--- src/rtl/inlet_dose_sequencer_if.sv ---
// inlet_dose_sequencer_if: command/duration inputs and valve/status outputs of the dose sequencer
interface inlet_dose_sequencer_if #(
  parameter int DUR_W = 16
);
  logic             start;
  logic             abort;
  logic [DUR_W-1:0] dur1;
  logic [DUR_W-1:0] dur2;
  logic [DUR_W-1:0] dur3;
  logic [DUR_W-1:0] settle;
  logic             valve_soln1;
  logic             valve_soln2;
  logic             valve_soln3;
  logic             sample_strobe;
  logic             busy;
  logic             done;
  logic             aborted;
  modport master (
    output start, abort, dur1, dur2, dur3, settle,
    input  valve_soln1, valve_soln2, valve_soln3, sample_strobe, busy, done, aborted
  );
  modport slave (
    input  start, abort, dur1, dur2, dur3, settle,
    output valve_soln1, valve_soln2, valve_soln3, sample_strobe, busy, done, aborted
  );
endinterface

--- src/rtl/inlet_dose_sequencer.sv ---
// inlet_dose_sequencer: timed soln1/soln2/soln3 dosing, settle wait and one-cycle out-port sample
module inlet_dose_sequencer #(
  parameter int DUR_W = 16
) (
  input logic                   clk,
  input logic                   rst,
  inlet_dose_sequencer_if.slave bus
);
  typedef enum logic [2:0] {IDLE, DOSE1, DOSE2, DOSE3, SETTLE, SAMPLE} state_t;
  state_t           state, nxt;
  logic [DUR_W-1:0] cnt, nxt_cnt;
  logic [DUR_W-1:0] d1, d2, d3, ds;
  logic [DUR_W-1:0] a, b, c, s;
  logic             accept;
  function automatic state_t first_phase(state_t from, logic [DUR_W-1:0] p1, p2, p3, p4);
    return (from < DOSE1 && p1 != '0) ? DOSE1 :
           (from < DOSE2 && p2 != '0) ? DOSE2 :
           (from < DOSE3 && p3 != '0) ? DOSE3 :
           (from < SETTLE && p4 != '0) ? SETTLE : SAMPLE;
  endfunction
  function automatic logic [DUR_W-1:0] phase_len(state_t st, logic [DUR_W-1:0] p1, p2, p3, p4);
    return (st == DOSE1) ? p1 : (st == DOSE2) ? p2 : (st == DOSE3) ? p3 : (st == SETTLE) ? p4 : '0;
  endfunction
  // Durations come straight from the inputs on the accepting cycle, from the latches afterwards
  always_comb begin
    a = (state == IDLE) ? bus.dur1 : d1;
    b = (state == IDLE) ? bus.dur2 : d2;
    c = (state == IDLE) ? bus.dur3 : d3;
    s = (state == IDLE) ? bus.settle : ds;
  end
  // Next phase: abort wins, zero-length phases are skipped, a phase ends when its count reaches 1
  always_comb begin
    accept  = state == IDLE && bus.start && !bus.abort;
    nxt     = (state != IDLE && bus.abort) ? IDLE :
              accept ? first_phase(IDLE, a, b, c, s) :
              (state == SAMPLE) ? IDLE :
              (state != IDLE && cnt == DUR_W'(1)) ? first_phase(state, a, b, c, s) : state;
    nxt_cnt = (nxt == state && state != IDLE) ? cnt - DUR_W'(1) : phase_len(nxt, a, b, c, s);
  end
  // State, counter, duration latches and registered outputs decoded from the next state
  always_ff @(posedge clk) begin
    if (rst) begin
      state             <= IDLE;
      cnt               <= '0;
      d1                <= '0;
      d2                <= '0;
      d3                <= '0;
      ds                <= '0;
      bus.valve_soln1   <= 1'b0;
      bus.valve_soln2   <= 1'b0;
      bus.valve_soln3   <= 1'b0;
      bus.sample_strobe <= 1'b0;
      bus.busy          <= 1'b0;
      bus.done          <= 1'b0;
      bus.aborted       <= 1'b0;
    end else begin
      state <= nxt;
      cnt   <= nxt_cnt;
      if (accept) begin
        d1 <= bus.dur1;
        d2 <= bus.dur2;
        d3 <= bus.dur3;
        ds <= bus.settle;
      end
      bus.valve_soln1   <= nxt == DOSE1;
      bus.valve_soln2   <= nxt == DOSE2;
      bus.valve_soln3   <= nxt == DOSE3;
      bus.sample_strobe <= nxt == SAMPLE;
      bus.busy          <= nxt != IDLE;
      bus.done          <= nxt == SAMPLE;
      bus.aborted       <= state != IDLE && bus.abort;
    end
  end
endmodule

--- src/flat_wrapper.sv ---
// flat-port wrapper written by rule: the top's interface ports become plain ports
module inlet_dose_sequencer_flat 
#(
  parameter int DUR_W = 16
)
  (clk, rst, bus_start, bus_abort, bus_dur1, bus_dur2, bus_dur3, bus_settle, bus_valve_soln1, bus_valve_soln2, bus_valve_soln3, bus_sample_strobe, bus_busy, bus_done, bus_aborted);
  inlet_dose_sequencer_if #(.DUR_W(DUR_W)) bus_i ();
  input logic clk;
  input logic rst;
  input wire logic [$bits(bus_i.start)-1:0] bus_start;
  input wire logic [$bits(bus_i.abort)-1:0] bus_abort;
  input wire logic [$bits(bus_i.dur1)-1:0] bus_dur1;
  input wire logic [$bits(bus_i.dur2)-1:0] bus_dur2;
  input wire logic [$bits(bus_i.dur3)-1:0] bus_dur3;
  input wire logic [$bits(bus_i.settle)-1:0] bus_settle;
  output wire logic [$bits(bus_i.valve_soln1)-1:0] bus_valve_soln1;
  output wire logic [$bits(bus_i.valve_soln2)-1:0] bus_valve_soln2;
  output wire logic [$bits(bus_i.valve_soln3)-1:0] bus_valve_soln3;
  output wire logic [$bits(bus_i.sample_strobe)-1:0] bus_sample_strobe;
  output wire logic [$bits(bus_i.busy)-1:0] bus_busy;
  output wire logic [$bits(bus_i.done)-1:0] bus_done;
  output wire logic [$bits(bus_i.aborted)-1:0] bus_aborted;
  assign bus_i.start = bus_start;
  assign bus_i.abort = bus_abort;
  assign bus_i.dur1 = bus_dur1;
  assign bus_i.dur2 = bus_dur2;
  assign bus_i.dur3 = bus_dur3;
  assign bus_i.settle = bus_settle;
  assign bus_valve_soln1 = bus_i.valve_soln1;
  assign bus_valve_soln2 = bus_i.valve_soln2;
  assign bus_valve_soln3 = bus_i.valve_soln3;
  assign bus_sample_strobe = bus_i.sample_strobe;
  assign bus_busy = bus_i.busy;
  assign bus_done = bus_i.done;
  assign bus_aborted = bus_i.aborted;
  inlet_dose_sequencer #(.DUR_W(DUR_W)) u_core (.clk(clk), .rst(rst), .bus(bus_i));
endmodule
--- config.mk ---
export PLATFORM = sky130hd
export DESIGN_NAME = inlet_dose_sequencer_flat
export DESIGN_NICKNAME = d
export VERILOG_FILES = /design/src/rtl/inlet_dose_sequencer_if.sv /design/src/rtl/inlet_dose_sequencer.sv /design/src/flat_wrapper.sv
export SDC_FILE = /design/constraint.sdc
export NUM_CORES = 1
export LEC_CHECK = 0
export BUFFER_PORTS_ARGS = -buffer_cell sky130_fd_sc_hd__buf_2
export CAP_MARGIN = 40
export CELL_PAD_IN_SITES_DETAIL_PLACEMENT = 1
export CELL_PAD_IN_SITES_GLOBAL_PLACEMENT = 2
export CORE_ASPECT_RATIO = 0.5
export CORE_MARGIN = 1
export CORE_UTILIZATION = 33
export CTS_CLUSTER_SIZE = 14
export DETAILED_ROUTE_END_ITERATION = 10
export GPL_TIMING_DRIVEN = 0
export HOLD_SLACK_MARGIN = 0.08
export PLACE_DENSITY = 0.86
export SLEW_MARGIN = 20
export SYNTH_ARGS = -nofsm -noshare
export SYNTH_HDL_FRONTEND = slang
export SYNTH_SLANG_ARGS = --single-unit
--- constraint.sdc ---
create_clock -name clk -period 3.5 [get_ports clk]
set_input_delay 0.7 -clock clk [delete_from_list [all_inputs] [get_ports clk]]
set_output_delay 0.7 -clock clk [all_outputs]
set_load 0.01 [all_outputs]
==> flow_metrics.env, run 1 <==
export IMPL_grt_ovfl_total=0
export IMPL_mostFrequentLayoutCells="nand2_1, a21oi_1, dfxtp_1, buf_2, nor2_1"
export IMPL_crit_type="reg2reg"
export IMPL_finalCritPeriodShare_pct=99.9
export IMPL_async_flop_share_pct=0
export IMPL_mappedNetlistArea_mm2=0.00522
export IMPL_cellLeakagePower_uw=0.00238
export IMPL_crit_top_cell="buf_6"
export IMPL_fmax_mhz=286
export IMPL_core_area_mm2=0.0154
export IMPL_drv_cap=0
export IMPL_area_growth_syn_to_layout_pct=20.6
export IMPL_slew_violations=0
export IMPL_wl_per_cell_um=22.1
export IMPL_ys_flop_type="dfxtp_1"
export IMPL_fin_cells=985
export IMPL_grt_usage_pct=26.6
export IMPL_yosysUniqueCellTypes=66
export IMPL_synth_top_area_share_pct=34.1
export IMPL_seq_area_mm2=0.00178
export IMPL_post_route_util_pct=40.8
export IMPL_pwr_share_clk_pct=35.1
export IMPL_clkLatencyLatePin_ps=350
export IMPL_fp_dieW_um=180
export IMPL_crit_slowest_cell="or4_4"
export IMPL_fp_dieH_um=90.9
export IMPL_crit_required_ps=3750
export IMPL_synth_yosys_warnings=0
export IMPL_nFillCells=1936
export IMPL_setup_viol=0
export IMPL_rr_endpoint="u_core.cnt[6]"
export IMPL_worstPathCellList="or4_4 -> or4b_4 -> buf_6 -> nor2_8 -> o31ai_4 -> or2_1 -> buf_6 -> buf_6 -> nor3_1 -> o21ai_0 -> a311oi_2"
export IMPL_avgSynthCellArea_um2=7.54
export IMPL_crit_start="u_core.cnt[8]"
export IMPL_slowest_delay_ps=570
export IMPL_final_setup_worst_slack_ps=4.24
export IMPL_r2r_start="u_core.cnt[8]"
export IMPL_grt_pass1_wl_um=32700
export IMPL_first_global_vias=5498
export IMPL_p_per_area_mw_per_mm2=463
export IMPL_totalWireLength_um=21700
export IMPL_grt_antenna_before_repair=0
export IMPL_ys_ff_latch=89
export IMPL_cp_endpoint="u_core.cnt[6]"
export IMPL_hold_path_class="reg2reg"
export IMPL_switching_share_pct=34.5
export IMPL_cts_tree="built"
export IMPL_dp_cells=969
export IMPL_drive_gt1_share_pct=20.9
export IMPL_cts_sinks=89
export IMPL_synth_cells=692
export IMPL_final_common_cell="nand2_1"
export IMPL_min_period_ps=3500
export IMPL_synthesis_nets=762
export IMPL_dieArea_mm2=0.0164
export IMPL_place_port_buffers=73
export IMPL_vdd_drop_max_mv=0.214
export IMPL_clockBufferDepth=2
export IMPL_cp_max_fo=10
export IMPL_fp_row_count=32
export IMPL_cts_root_buf="clkbuf_16"
export IMPL_place_hpwl_um=17000
export IMPL_dr_pass1_iters=8
export IMPL_htree_levels=3
export IMPL_drt_iter0_drc=422
export IMPL_worstMarginPinSlew_ps=838
export IMPL_fin_skew_ps=7.91
export IMPL_hold_depth=2
export IMPL_critPathCaptureType="flip-flop"
export IMPL_cts_hold_fix_buffers=0
export IMPL_clk_pin_slew_ps=70
export IMPL_start_kind="flip-flop"
export IMPL_avgViaCountPerCell=5.83
export IMPL_yosys_top_cells_area="dfxtp_1, nand2_1, a21oi_1"
export IMPL_run_status="finished with violations"
export IMPL_slew_headroom_pct=44.1
export IMPL_whs_ps=461
export IMPL_dp_slack_ps=-783
export IMPL_synth_edf_count=0
export IMPL_r2r_cells=11
export IMPL_seq_area_frac_synth_pct=34.1
export IMPL_antenna_cells=0
export IMPL_cts_made_buffers=9
export IMPL_hold_viol=0
export IMPL_drc=1
export IMPL_finalPower_uw=2920
export IMPL_p_comb_share_pct=26.2
export IMPL_pwr_share_seq_pct=38.7
export IMPL_pin_count=75
export IMPL_cp_arrival_ps=3750
export IMPL_grt_max_degree=16
export IMPL_p_switching_uw=1010
export IMPL_final_nets=846
export IMPL_start_util_pct=33.9
export IMPL_ff2ff_setup_slack_ps=4
export IMPL_yosys_area_top_type="dfxtp_1"
export IMPL_failed_checks="design-rule violations"
export IMPL_ant_nets=0
export IMPL_power_internal_uw=1910
export IMPL_vias=5746
export IMPL_place_gp_congestion=0.944
export IMPL_multi_input_area_mm2=0.00325
==> synthesized netlist by cell type, drive strengths merged, types with 2 or more instances <==
master / count
o21ai: 26
nand3: 3
nor4: 33
buf: 18
or3: 3
o22ai: 2
a211o: 11
a21oi: 95
nand2: 157
a221oi: 11
inv: 9
dfxtp: 89
nor3: 37
ha: 2
xnor2: 3
o211ai: 12
nand4: 7
mux2i: 16
o311ai: 2
nand2b: 7
o31ai: 3
a311oi: 16
nor2: 48
or4b: 2
xor2: 9
a21boi: 2
mux2: 6
and4: 3
clkbuf: 39
==> registers in the layout (all words and copies together) (netlist names), 3 cells and up <==
name / flops
u_core.d1: 16
u_core.state: 3
u_core.d2: 16
u_core.cnt: 16
u_core.ds: 16
u_core.d3: 16
==> what timing repair did <==
item	CTS	global route
resized for setup	12	22
setup endpoints to repair	16	17
cloned	0	0
pin swaps	1	3
setup buffers	2	2
==> through the flow <==
step	instance area [µm²]	setup TNS, ps
after floorplan	5220	0
after global placement	5840	-9380
after CTS	6210	0
final	6300	0
after global routing	6300	-28.7
after detailed placement	5840	-10970
==> critical path, delay by kind of cell, from the launching register on <==
kind	cells	cell delay [ps]
compound gates	3	670
buf+inv	3	460
flops	1	340
simple gates	5	1920
==> worst min path at each step <==
| stage | startpoint | to | slack [ps] |
|---|---|---|---|
| after floorplan | u_core.d1[11] | u_core.d1[11] | 430 |
| after global placement | u_core.d1[6] | u_core.d1[6] | 440 |
| after detailed placement | u_core.d1[1] | u_core.d1[1] | 450 |
| after CTS | u_core.d1[1] | u_core.d1[1] | 460 |
| after global routing | u_core.d1[4] | u_core.d1[4] | 480 |
| final | u_core.d1[10] | u_core.d1[10] | 460 |
==> cells by family after synthesis <==
family          synth area share (%)
flops                           34.1
fa+ha+maj                      0.479
simple gates                    27.7
buf+inv                         6.02
compound gates                  25.3
mux                             4.36
xor+xnor                        2.01
==> routing by layer <==
layer	share of wire [%]	global-route usage (%)
met2	42	39.2
met4	1.2	4.74
met3	8.2	6.98
met5	0	0
met1	49	38.6
==> cell type report <==
class                   instances  share of cell area (%)
flip-flops and latches         89                    28.3
well taps                     204                    4.05
clock buffers                  10                    3.64
inverters                       9                   0.537
clock inverters                 6                    1.07
plain buffers                  53                    4.51
multi-input cells             537                    51.6
repair buffers                 77                    6.28
==> power by group through the flow <==
| stage | registers [µW] | clock network [µW] | logic (µW) |
|---|---|---|---|
| after detailed placement | 1150 | 0 | 728 |
| final | 1130 | 1020 | 765 |
| after global routing | 1140 | 1060 | 828 |
| after floorplan | 1130 | 0 | 474 |
| after global placement | 1140 | 0 | 712 |
| after CTS | 1130 | 1020 | 735 |
Power figures use the tool's default switching activity.
==> inputs of run 2 (changes only) <==
--- a/config.mk
+++ b/config.mk
@@ -5,18 +5,19 @@
 export SDC_FILE = /design/constraint.sdc
 export NUM_CORES = 1
 export LEC_CHECK = 0
+export ABC_AREA = 1
 export BUFFER_PORTS_ARGS = -buffer_cell sky130_fd_sc_hd__buf_2
 export CAP_MARGIN = 40
 export CELL_PAD_IN_SITES_DETAIL_PLACEMENT = 1
 export CELL_PAD_IN_SITES_GLOBAL_PLACEMENT = 2
 export CORE_ASPECT_RATIO = 0.5
 export CORE_MARGIN = 1
-export CORE_UTILIZATION = 33
+export CORE_UTILIZATION = 31
 export CTS_CLUSTER_SIZE = 14
 export DETAILED_ROUTE_END_ITERATION = 10
 export GPL_TIMING_DRIVEN = 0
 export HOLD_SLACK_MARGIN = 0.08
-export PLACE_DENSITY = 0.86
+export PLACE_DENSITY = 0.87
 export SLEW_MARGIN = 20
 export SYNTH_ARGS = -nofsm -noshare
 export SYNTH_HDL_FRONTEND = slang
==> constraint.sdc (replaced) <==
create_clock -name clk -period 3.5 [get_ports clk]
set_input_delay 0.525 -clock clk [delete_from_list [all_inputs] [get_ports clk]]
set_output_delay 0.525 -clock clk [all_outputs]
set_load 0.01 [all_outputs]
==> run 2 against run 1 <==
Against the previous run:
- clock skew barely moved
- sequential share of layout area fell by 2.4 points
- highest routed layer unchanged
- the flow still finishes with violations (design-rule violations)
- via count grew 12%
- total power grew 62%
- non-clock buffer count increased by 7
- first-iteration DRC count fell by 1.7%
- critical path depth up 12
==> flow_metrics.env, run 2 <==
export IMPL_yosysMostFrequentCell="nand2_1"
export IMPL_design_area_mm2=0.00689
export IMPL_crit_required_ps=3790
export IMPL_ys_flop_type="dfxtp_1"
export IMPL_place_gp_congestion=0.961
export IMPL_clkLatencyLatePin_ps=360
export IMPL_hold_viol=0
export IMPL_cp_arrival_ps=3620
export IMPL_start_kind="flip-flop"
export IMPL_run_status="finished with violations"
export IMPL_antenna_cells=0
export IMPL_fin_cells=1268
export IMPL_cp_max_fo=10
export IMPL_failed_checks="design-rule violations"
export IMPL_crit_slowest_cell="dfxtp_4"
export IMPL_place_port_buffers=74
export IMPL_crit_type="reg2reg"
export IMPL_grt_max_degree=16
export IMPL_fmax_mhz=301
export IMPL_mostFrequentLayoutCells="nand2_1, inv_1, dfxtp_1, buf_2, a21oi_1"
export IMPL_fp_dieH_um=97.7
export IMPL_fp_dieW_um=193
export IMPL_setup_viol=0
export IMPL_cts_made_buffers=9
export IMPL_seq_area_frac_synth_pct=31.4
export IMPL_clk_pin_slew_ps=70
export IMPL_fin_skew_ps=8.31
export IMPL_dp_cells=1243
export IMPL_dieArea_mm2=0.0189
export IMPL_final_nets=1099
export IMPL_pin_count=75
export IMPL_dr_pass1_iters=8
export IMPL_htree_levels=3
export IMPL_hold_path_class="in2reg"
export IMPL_grt_antenna_before_repair=0
export IMPL_p_per_area_mw_per_mm2=688
export IMPL_yosysUniqueCellTypes=32
export IMPL_drt_iter0_drc=415
export IMPL_critPathBufInv=4
export IMPL_drive_gt1_share_pct=16.2
export IMPL_nFillCells=2373
export IMPL_yosys_area_top_type="dfxtp_1"
export IMPL_yosys_top_cells_area="dfxtp_1, nand2_1, inv_1"
export IMPL_totalWireLength_um=23600
export IMPL_ys_ff_latch=89
export IMPL_fp_row_count=34
export IMPL_synth_edf_count=0
export IMPL_core_area_mm2=0.0177
export IMPL_dpl_instance_area_mm2=0.00634
export IMPL_final_common_cell="nand2_1"
export IMPL_synth_yosys_warnings=0
export IMPL_slew_violations=0
export IMPL_finalSetupTns_ps=0
export IMPL_mappedNetlistArea_mm2=0.00568
export IMPL_async_flop_share_pct=0
export IMPL_vdd_drop_max_mv=0.279
export IMPL_cts_sinks=89
export IMPL_worstPathCellList="nor2_4 -> buf_12 -> buf_4 -> clkbuf_4 -> nand3_1 -> nand2_1 -> nor2_1 -> nand2_1 -> nor2_1 -> nand2_1 -> nand2_1 -> nand2_1 -> nand2_1 -> nand2_1 -> nand2_1 -> nand2_4 -> nand2_2 -> nor2_4 -> buf_4 -> nand2_1 -> o211ai_1 -> nor2_1 -> nor2_1"
export IMPL_slew_headroom_pct=52.9
export IMPL_cts_root_buf="clkbuf_16"
export IMPL_first_global_vias=6501
export IMPL_drv_cap=0
export IMPL_cts_tree="built"
export IMPL_grt_ovfl_total=0
export IMPL_finalCritPeriodShare_pct=95.0
export IMPL_grt_pass1_wl_um=36500
export IMPL_drc=1
export IMPL_grt_usage_pct=25.4
export IMPL_slowest_delay_ps=380
export IMPL_area_growth_syn_to_layout_pct=21.3
export IMPL_synth_commonest_cells="nand2_1, inv_1, dfxtp_1"
export IMPL_synth_cells=935
export IMPL_avgViaCountPerCell=5.10
export IMPL_worstMarginPinSlew_ps=707
export IMPL_synth_top_area_share_pct=31.4
export IMPL_wl_per_cell_um=18.6
export IMPL_avgSynthCellArea_um2=6.07
export IMPL_synthesis_nets=1005
export IMPL_crit_top_cell="nand2_1"
export IMPL_cellLeakagePower_uw=0.00319
export IMPL_ant_nets=0
export IMPL_critPathTopFamily="simple AND/OR/NAND/NOR gates"
export IMPL_critPathCaptureType="flip-flop"
export IMPL_clockBufferDepth=2
export IMPL_start_util_pct=32.2
export IMPL_vias=6461
export IMPL_place_hpwl_um=18200
export IMPL_min_period_ps=3320
[run 2: repair_timing]
action                                 CTS  global route
pin swaps                                2             8
hold buffers                             0             0
resized for setup                       20            50
setup buffers                            2             7
setup endpoints to repair               16            16
endpoints found under the hold margin    0             0
[run 2: final cells by class]
class | instances | area, µm² | area share, %
Buffer | 54 | 314 | 4.56
Clock buffer | 9 | 225 | 3.27
Clock inverter | 7 | 71.3 | 1.04
Inverter | 118 | 447 | 6.49
Multi-Input combinational cell | 674 | 3300 | 47.9
Sequential cell | 89 | 1790 | 25.9
Tap cell | 234 | 293 | 4.25
Timing Repair Buffer | 83 | 450 | 6.54
[run 2: kinds of logic (layout without fill, tap and decap cells)]
logic type                 Yosys count  after routing  synth area share (%)
adders and majority gates            2              2                 0.441
xor gates and xnor gates            13             13                  2.01
buffers and inverters              172            271                  12.3
AOI/OAI and AO/OA                  188            188                  17.4
DFF                                 89             89                  31.4
and+or+nand+nor                    471            471                  36.5
[run 2: per-layer routing]
layer / track usage (%) / vias to the layer above / wire (µm)
li1: - / 3184 / -
met1: 36.2 / 3124 / 12100
met2: 38.8 / 123 / 9910
met3: 5.62 / 30 / 1250
met4: 5.60 / 0 / 345
met5: 0 / - / 0
[run 2: final timing paths]
path | from | to | slack [ps] | cells past startpoint
max | u_core.state[1] | u_core.cnt[14] | 180 | 23
min | rst | u_core.bus.valve_soln3 | 390 | 2
max reg2reg | u_core.state[1] | u_core.cnt[14] | 180 | 23
min reg2reg | u_core.d2[5] | u_core.d2[5] | 450 | 2
[run 2: through the flow]
step | util (%) | total power, µW | worst slack (ps) | hold slack (ps)
after floorplan | - | 2810 | 846 | 424
after global placement | 35.9 | 3510 | -234 | 436
after detailed placement | 35.9 | 3550 | -313 | 447
after CTS | 37.9 | 4610 | 1.84 | 388
after global routing | 39.0 | 5070 | -20.7 | 394
final | 39.0 | 4740 | 175 | 393
[run 2: where the power goes]
| part | switching, µW | internal, µW |
|---|---|---|
| Clock | 453 | 553 |
| Combinational | 1670 | 784 |
| Sequential | 98.8 | 1180 |
| Total | 2220 | 2520 |
[run 2: worst register-to-register path, stage by stage (launching register included)]
cell and delay [ps]:
dfxtp_4 380, nor2_4 180, buf_12 140, buf_4 110, clkbuf_4 230, nand3_1 90, nand2_1 170, nor2_1 70
nand2_1 70, nor2_1 60, nand2_1 130, nand2_1 100, nand2_1 100, nand2_1 70, nand2_1 70, nand2_1 130
nand2_4 160, nand2_2 100, nor2_4 180, buf_4 200, nand2_1 100, o211ai_1 200, nor2_1 120, nor2_1 120
==> inputs of run 3 (changes only) <==
--- a/config.mk
+++ b/config.mk
@@ -18,6 +18,7 @@
 export GPL_TIMING_DRIVEN = 0
 export HOLD_SLACK_MARGIN = 0.08
 export PLACE_DENSITY = 0.87
+export SETUP_SLACK_MARGIN = 0.3
 export SLEW_MARGIN = 20
 export SYNTH_ARGS = -nofsm -noshare
 export SYNTH_HDL_FRONTEND = slang
==> run 3 against run 2 <==
Against the previous run:
- the flow still finishes with violations (design-rule violations)
- sequential power hardly changed
- final cell count up 0.95%
- total power increased by 4.7%
- non-clock buffer count increased by 12
==> flow_metrics.env, run 3 (synthesis gave the netlist of run 2 again) <==
export IMPL_core_area_mm2=0.0177
export IMPL_cts_sinks=89
export IMPL_r2r_start="u_core.state[1]"
export IMPL_cp_max_fo=10
export IMPL_cellLeakagePower_uw=0.00333
export IMPL_grt_ovfl_total=0
export IMPL_hold_depth=2
export IMPL_totalWireLength_um=24100
export IMPL_slowest_delay_ps=380
export IMPL_fp_dieW_um=193
export IMPL_dieArea_mm2=0.0189
export IMPL_fmax_mhz=321
export IMPL_final_common_cell="nand2_1"
export IMPL_avgViaCountPerCell=5.18
export IMPL_pwr_share_clk_pct=20.2
export IMPL_r2r_cells=20
export IMPL_setup_viol=0
export IMPL_hold_start="rst"
export IMPL_switching_share_pct=46.5
export IMPL_power_internal_uw=2650
export IMPL_place_port_buffers=74
export IMPL_wl_per_cell_um=18.8
export IMPL_area_growth_syn_to_layout_pct=27.6
export IMPL_fp_dieH_um=97.7
export IMPL_grt_pass1_wl_um=36900
export IMPL_drt_iter0_drc=311
export IMPL_vias=6635
export IMPL_dpl_instance_area_mm2=0.00634
export IMPL_cts_tree="built"
export IMPL_post_route_util_pct=41.0
export IMPL_run_status="finished with violations"
export IMPL_hold_path_class="in2reg"
export IMPL_start_util_pct=32.2
export IMPL_p_per_area_mw_per_mm2=685
export IMPL_crit_slowest_cell="dfxtp_4"
export IMPL_antenna_cells=0
export IMPL_htree_levels=3
export IMPL_cts_made_buffers=9
export IMPL_fp_row_count=34
export IMPL_crit_required_ps=3800
export IMPL_clockBufferDepth=2
export IMPL_grt_usage_pct=25.6
export IMPL_hold_viol=0
export IMPL_ant_nets=0
export IMPL_failed_checks="design-rule violations"
export IMPL_whs_ps=387
export IMPL_crit_top_cell="nand2_1"
export IMPL_first_global_vias=6567
export IMPL_min_period_ps=3110
export IMPL_critPathCaptureType="flip-flop"
export IMPL_place_hpwl_um=18200
export IMPL_finalPower_uw=4960
export IMPL_place_gp_congestion=0.961
export IMPL_dr_pass1_iters=8
export IMPL_grt_setup_unrepaired="true"
export IMPL_pin_count=75
export IMPL_cts_root_buf="clkbuf_16"
export IMPL_ff2ff_setup_slack_ps=390
export IMPL_cts_hold_fix_buffers=0
export IMPL_p_comb_share_pct=53.9
export IMPL_slew_headroom_pct=54.4
export IMPL_slew_violations=0
export IMPL_worstMarginPinSlew_ps=684
export IMPL_start_kind="flip-flop"
export IMPL_design_area_mm2=0.00725
export IMPL_vdd_drop_max_mv=0.291
export IMPL_clk_pin_slew_ps=70
export IMPL_crit_type="reg2reg"
export IMPL_cp_arrival_ps=3410
export IMPL_drv_cap=0
export IMPL_finalCritPeriodShare_pct=88.9
export IMPL_grt_max_degree=16
export IMPL_drive_gt1_share_pct=20.6
export IMPL_fin_skew_ps=7.98
export IMPL_mostFrequentLayoutCells="nand2_1, inv_1, dfxtp_1, buf_2, a21oi_1"
export IMPL_p_switching_uw=2310
export IMPL_grt_antenna_before_repair=0
export IMPL_rr_endpoint="u_core.cnt[4]"
export IMPL_final_nets=1111
export IMPL_pwr_share_seq_pct=25.8
export IMPL_hold_end="u_core.bus.valve_soln1"
export IMPL_clkLatencyLatePin_ps=360
export IMPL_worstPathCellList="nor2_4 -> nand2_4 -> buf_12 -> buf_8 -> o21ai_2 -> nand2_1 -> nor2_1 -> nand2_1 -> nor2_2 -> nand2_1 -> a21oi_2 -> nand2_4 -> clkinv_2 -> nand2_2 -> nor2_4 -> buf_4 -> nand2_1 -> o211ai_1 -> nor2_1 -> nor2_1"
export IMPL_drc=1
[run 3: changes by cell type in the layout (fill, tap and decap cells not counted), sizes merged]
cell | before | now
buf | 106 | 125
clkbuf | 40 | 33
clkinv | 3 | 4
inv | 117 | 116
[run 3: cell type report]
cell class / instances / area (µm²)
inverter: 118 / 448
clock buffer: 9 / 225
fill: 2340 / 10400
buffer: 54 / 422
clock inverter: 7 / 71.3
sequential: 89 / 1790
tap: 234 / 293
multi-input combinational: 674 / 3460
timing repair buffer: 95 / 541
[run 3: routing by layer]
| metal | vias up | part of all wire [%] | GRT usage, % |
|---|---|---|---|
| li1 | 3209 | - | - |
| met1 | 3227 | 50 | 36.2 |
| met2 | 166 | 43 | 39.3 |
| met3 | 33 | 5.7 | 5.83 |
| met4 | 0 | 1.6 | 6.09 |
| met5 | - | 0 | 0 |
[run 3: worst max-delay path by stage]
stage | end | cells after the start | from | slack (ps)
floorplan | u_core.cnt[10] | 19 | u_core.state[0] | 850
global placement | u_core.cnt[14] | 22 | u_core.state[0] | -230
detailed placement | u_core.cnt[13] | 22 | u_core.state[0] | -310
CTS | u_core.cnt[13] | 19 | u_core.state[2] | 300
global route | u_core.cnt[7] | 23 | u_core.state[1] | 260
finish | u_core.cnt[4] | 20 | u_core.state[1] | 390
[run 3: repair_timing]
item | CTS | global route
endpoints found under the setup margin | 21 | 16
gates resized for setup | 53 | 97
pin swaps | 7 | 25
setup buffers | 7 | 13
gates cloned | 0 | 1
[run 3: through the flow]
stage / worst slack, ps / std cells / setup TNS (ps)
global placement: -234 / 1243 / -3160
floorplan: 846 / 935 / 0
global route: 263 / 1280 / 0
detailed placement: -313 / 1243 / -4090
CTS: 304 / 1266 / 0
finish: 387 / 1280 / 0
[run 3: critical path: cells and delay by family (launching register included)]
kind / cells / cell delay (ps)
AOI/OAI and AO/OA: 3 / 600
buffers and inverters: 4 / 570
and+or+nand+nor: 13 / 1480
DFF: 1 / 380
[run 3: power groups by stage]
stage               sequential [µW]  clock (µW)  combinational, µW
floorplan                      1280           0               1530
CTS                            1280        1030               2400
global placement               1290           0               2220
global route                   1300        1070               2920
detailed placement             1300           0               2250
finish                         1280        1000               2680
